## src/rtl/alu_share_arb.sv

```systemverilog
// rtl/alu_share_arb.sv - two-requester arbiter sharing one combinational alu32 with a registered response slot
// Round-robin between execute pipe (0) and microsequencer (1); requester 1 may lock the ALU across beats.

module alu_share_arb #(
   parameter logic [31:0] FLAGS_RST = 32'h0000_0002,
   parameter logic        RR_INIT   = 1'b1
) (
   input  logic        CLK,
   input  logic        RST,
   input  logic        req0_valid,
   input  logic [2:0]  req0_op,
   input  logic [31:0] req0_a,
   input  logic [31:0] req0_b,
   output logic        req0_ready,
   input  logic        req1_valid,
   input  logic [2:0]  req1_op,
   input  logic [31:0] req1_a,
   input  logic [31:0] req1_b,
   input  logic        req1_lock,
   output logic        req1_ready,
   output logic [2:0]  alu_op,
   output logic [31:0] alu_a,
   output logic [31:0] alu_b,
   output logic [31:0] alu_flags_in,
   input  logic [31:0] alu_out,
   input  logic [31:0] alu_flags,
   output logic        rsp_valid,
   output logic        rsp_id,
   output logic [31:0] rsp_result,
   output logic [31:0] rsp_flags,
   input  logic        rsp_ready,
   output logic [31:0] flags_q
);

   typedef enum logic {
      ST_RR    = 1'b0,
      ST_LOCK1 = 1'b1
   } state_t;

   state_t      r_state;
   state_t      w_state_nxt;
   logic        r_last_grant;
   logic        r_rsp_valid;
   logic        r_rsp_id;
   logic [31:0] r_rsp_result;
   logic [31:0] r_rsp_flags;
   logic [31:0] r_flags;
   logic        w_ci;
   logic        w_issue;
   logic        w_gnt_id;
   logic        w_sel1;

   // Gating with RST keeps both readys low during the reset cycle.
   assign w_ci = RST && (!r_rsp_valid || rsp_ready);

   always_comb begin
      w_issue     = 1'b0;
      w_gnt_id    = 1'b0;
      w_state_nxt = r_state;
      case (r_state)
         ST_RR: begin
            if (req0_valid && req1_valid) begin
               w_gnt_id = ~r_last_grant;
               w_issue  = w_ci;
            end else if (req1_valid) begin
               w_gnt_id = 1'b1;
               w_issue  = w_ci;
            end else if (req0_valid) begin
               w_issue  = w_ci;
            end
         end
         ST_LOCK1: begin
            w_gnt_id = 1'b1;
            w_issue  = w_ci && req1_valid;
         end
         default: ;
      endcase
      if (w_issue && w_gnt_id)
         w_state_nxt = req1_lock ? ST_LOCK1 : ST_RR;
   end

   assign w_sel1       = w_issue && w_gnt_id;
   assign req0_ready   = w_issue && !w_gnt_id;
   assign req1_ready   = w_sel1;
   assign alu_op       = w_sel1 ? req1_op : req0_op;
   assign alu_a        = w_sel1 ? req1_a  : req0_a;
   assign alu_b        = w_sel1 ? req1_b  : req0_b;
   assign alu_flags_in = r_flags;

   always_ff @(posedge CLK) begin
      if (!RST) begin
         r_state      <= ST_RR;
         r_last_grant <= RR_INIT;
         r_rsp_valid  <= 1'b0;
         r_rsp_id     <= 1'b0;
         r_rsp_result <= 32'h0;
         r_rsp_flags  <= 32'h0;
         r_flags      <= FLAGS_RST;
      end else begin
         r_state <= w_state_nxt;
         if (w_issue) begin
            r_rsp_valid  <= 1'b1;
            r_rsp_id     <= w_gnt_id;
            r_rsp_result <= alu_out;
            r_rsp_flags  <= alu_flags;
            r_flags      <= alu_flags;
            r_last_grant <= w_gnt_id;
         end else if (rsp_ready) begin
            r_rsp_valid  <= 1'b0;
         end
      end
   end

   assign rsp_valid  = r_rsp_valid;
   assign rsp_id     = r_rsp_id;
   assign rsp_result = r_rsp_result;
   assign rsp_flags  = r_rsp_flags;
   assign flags_q    = r_flags;

endmodule

```

## config.mk

```make
export PLATFORM = sky130hd
export DESIGN_NAME = alu_share_arb
export DESIGN_NICKNAME = d
export VERILOG_FILES = /design/src/rtl/alu_share_arb.sv
export SDC_FILE = /design/constraint.sdc
export NUM_CORES = 1
export LEC_CHECK = 0
export ABC_AREA = 0
export CORE_AREA = 2 2 158 160
export CTS_CLUSTER_DIAMETER = 200
export DETAILED_ROUTE_END_ITERATION = 6
export DIE_AREA = 0 0 160 162
export PLACE_DENSITY_LB_ADDON = 0.3
export SLEW_MARGIN = 15
export SYNTH_ARGS = -nofsm -noshare
export SYNTH_HDL_FRONTEND = slang
export SYNTH_SLANG_ARGS = --single-unit
```

## constraint.sdc

```tcl
create_clock -name CLK -period 3.5 [get_ports CLK]
set_clock_uncertainty 0.1 [all_clocks]
set_input_delay 0.7 -clock CLK [delete_from_list [all_inputs] [get_ports CLK]]
set_output_delay 0.7 -clock CLK [all_outputs]
set_load 0.05 [all_outputs]
```

* Word level (Yosys, flattened, before mapping) *
Cells that the tools add are included.

word-level totals
  bits in registers = 100
  output and inout port bits = 199

operators by class
  muxes and demuxes = 13
  bitwise operators = 2
  reductions and logical operators = 9

operators with widths
  operator             number
  $mux W32             2
  $mux W1              8
  $logic_and A1 B1 Y1  5
  $pmux W1 S2          2
  $mux W3              1
  $logic_not A1 Y1     2
  $not A1 Y1           2
  $reduce_bool A2 Y1   1
  $logic_or A1 B1 Y1   1

* Depth between registers and ports, before layout *
  depth after elaboration = 9
  depth in mapped cells = 6
  mapped depth without buffers = 3

* Worst setup path after synthesis *
Ideal clock, no wire load.

  path kind = input -> output
  from = input port req0_valid
  to = output port req0_ready
  arrival = 2648 ps
  data required time = 2700 ps
  slack = 52 ps
  cell stages on the path = 5
  buffers on the path = 2
  cell sequence = nor2b_2 > o211ai_1 > buf_2 > buf_4 > a211oi_1

on the way
  word-level cells in the longest chain between the ends = 5
  elaborated cells on any way between the ends = 9

ends and longest elaborated chain
  what                                             RTL line  RTL
  from (decl)                                      10        input logic req0_valid,
  $mux W1 or $logic_and A1 B1 Y1 (tied branches)   68, 62
  $mux W1 (on tied branches)                       65, 62
  $mux W1 or $pmux W1 S2 (tied branches)           62, 60
  $pmux W1 S2 or $logic_not A1 Y1 (tied branches)  60, 83
  $logic_and A1 B1 Y1 *                            83        assign req0_ready = w_issue && !w_gnt_id;
  to (decl)                                        14        output logic req0_ready,

Every way passes the cells marked *; elsewhere a longest branch is shown, timed or not.

* Final worst setup path *
  from = input port req0_valid
  to = output port alu_op[2]

on the way
  word-level cells in the longest chain between the ends = 6
  elaborated cells on any way between the ends = 9

ends and longest elaborated chain
  what                   RTL line  RTL
  $mux W1                68        end else if (req0_valid) begin
  $mux W1                65        end else if (req1_valid) begin
  $mux W1                62        if (req0_valid && req1_valid) begin
  $pmux W1 S2            60        case (r_state)
  $logic_and A1 B1 Y1 *  82        assign w_sel1 = w_issue && w_gnt_id;
  $mux W3 *              85        assign alu_op = w_sel1 ? req1_op : req0_op;
  to (decl)              21        output logic [2:0] alu_op,

Marked as above.

==> out/metrics.cfg <==
[setup_path]
cp_slowest_stage_delay_ns=0.43
path_common_cell=buf_12
crit_chain=clkdlybuf4s50_1, nor2b_2, a211oi_4, buf_12, buf_12, mux2_2, buf_4
critPathSlowestCell=clkdlybuf4s50_1
start_kind=input pin
crit_fanout=25
critPathKind=in -> out
cp-end-kind=output port
arrival_ns=2.59
critPathLaunch=req0_valid
worst-path-buf-inv=4
crit_required_ns=2.70
crit_family=buffers and inverters
r2r_start=r_state$_SDFFE_PN0P_

[sta]
maxSlewViolCount=0
setup_viol=0
clock.fmax_ghz=0.295
totalNegativeSetupSlack_ns=0
hold_viol=0
max_slew_margin_pct=45.9
fin_crit_ns=3.39
worst_pin_slew_ns=0.811
fin_crit_sh_pct=96.9
rsz0062_at_grt=no

[die]
initial_core_util_pct=16.6
core_um2=24100
rows=57
fp.dieH_um=162
dieArea_um2=25900
io_pins=403
chipWidth_um=160

[yosys]
ys.flop_type=dfxtp_1
synth_seq_area_share_pct=34.6
synth_area_leader_cell=dfxtp_1
syn_avg_cell_area_um2=9.25
async_reset_ff_share_pct=0
ys_warn_count=0
synth-seq-cells=69
netlist_instances=432
synth-edff-count=0
synth_cell_types=24
synthTopCellsByArea=dfxtp_1 35%, mux2i_1 16%, mux2_2 16%
yosysTopAreaCellShare_pct=34.6
syn_nets=636
synth_commonest_cells=69 x buf_4, 69 x dfxtp_1, 66 x nand2_1
synth_area_um2=4000

[clocking]
cts_sinks=69
cts-htree-levels=3
cts_setup_buffers=0
cts_hold_buf=0
cts_tree=done
clock_latency_ns=0.33
cts-root-buf=clkbuf_16
cts_buffers=9
cts_resized=0
clk_path_buf_depth=2
clk_pin_slew_ns=0.05

[routing]
drt-total-wl_um=17900
wl_per_cell_um=16.4
detailedRoute.firstIterationViolations=125
postRouteAntennaNets=0
vias_per_cell=3.69
drt_pass1_iterations=4
drc=0
vias=4040

[grt]
grt_pass1_vias=4067
antenna_found_initial=1
track_usage_pct=13.1
grt_max_degree=72
grt_pass1_wl_um=25300
grt_overflow=0

[pwr]
ir_worst_vdd_uv=210
total_power_mw=3.47
leakage_nw=3.60
powerDensity_nw_per_um2=428

[place]
portBuffers=402
dp_hpwl_um=14800
dp_cells=1083
gp_congestion=0.826

[finish]
num_antenna_cells=0
fin_nets=974
layout-drive-gt1-share_pct=19.8
postLayoutCoreUtil_pct=33.6
area_delta_synth_final_pct=103
stdcell_count=1096

[run_status]
status=completed

[job]
drv_cap=0

[min_path]
min-delay-start=rsp_result[12]$_SDFFE_PN0P_
timing.hold.worst.class=reg -> reg

==> kinds of logic (layout without fill, tap and decap cells) <==
family                 Yosys count  in the layout  synth area share, %
buffers and inverters          149            489                 21.1
muxes                          132            132                 35.1
and+or+nand+nor                 73             73                 7.26
DFF                             69             69                 34.6
AOI/OAI and AO/OA                9              9                 1.97
==> cell usage in the layout (no fill, tap or decap) <==
cell type        Yosys  layout
a211oi_1             1       1
a211oi_4             1       1
a21oi_1              1       1
a31o_2               1       1
a41oi_1              1       1
buf_12               0       7
buf_2                7       1
buf_4               69      72
bufinv_16            0       1
clkbuf_16            0       9
clkbuf_8             0       2
clkdlybuf4s50_1      0     332
clkinv_2             0       1
dfxtp_1             69      69
inv_1               64      64
mux2_1              10      10
mux2_2              57      57
mux2i_1             65      65
nand2_1             66      66
nand2b_1             1       1
nor2_1               1       1
nor2b_1              3       3
nor2b_2              1       1
nor3_1               1       1
o211ai_1             1       1
o21ai_0              1       1
o31a_1               1       1
o31ai_1              1       1
==> metal layers <==
layer | share of wire [%] | track usage, %
met5 | 0.072 | 0
met4 | 1.0 | 2.95
met3 | 9.7 | 5.80
met2 | 51 | 23.4
met1 | 39 | 14.2
==> path summary, 6_finish.rpt <==
check	endpoint	slack [ns]	cells after the start
max reg2reg	rsp_result[31]$_SDFFE_PN0P_	1.76	4
min reg2reg	rsp_result[12]$_SDFFE_PN0P_	0.36	2
min	rsp_result[12]$_SDFFE_PN0P_	0.36	2
max	alu_op[2]	0.11	7
==> where the power goes <==
part           leakage [nW]  internal, mW  switching, mW
Clock                 0.143         0.577          0.343
Combinational          2.89         0.639          0.980
Sequential            0.574         0.864         0.0616
Total                  3.60          2.08           1.38
==> metrics by stage <==
step | hold WS [ns] | worst slack (ns) | area (um^2)
2_1_floorplan | 0.408 | 0.0524 | 4000
3_3_place_gp | 0.343 | 0.122 | 7810
3_5_place_dp | 0.356 | 0.0933 | 7810
4_1_cts | 0.360 | 0.0871 | 8100
5_1_grt | 0.386 | 0.0364 | 8100
6_report | 0.358 | 0.110 | 8100
==> worst min-delay path, stage by stage (launching register included) <==
cell and delay, ns:
dfxtp_1 0.30, nand2_1 0.05, mux2i_1 0.05
==> layout make-up <==
| class | count | area, um^2 |
|---|---|---|
| Tap cell | 324 | 405 |
| Fill cell | 2503 | 16000 |
| Clock buffer | 11 | 253 |
| Clock inverter | 2 | 35.0 |
| Inverter | 64 | 240 |
| Sequential cell | 69 | 1380 |
| Timing Repair Buffer | 412 | 4010 |
| Multi-Input combinational cell | 214 | 1770 |
==> registers in the layout, summed over array words and instances, names as in the netlist <==
name,flops
r_last_grant,1
rsp_flags,32
rsp_id,1
r_state,1
rsp_result,32
alu_flags_in,1
rsp_valid,1
Note: power is estimated with default switching activity, not from simulation.
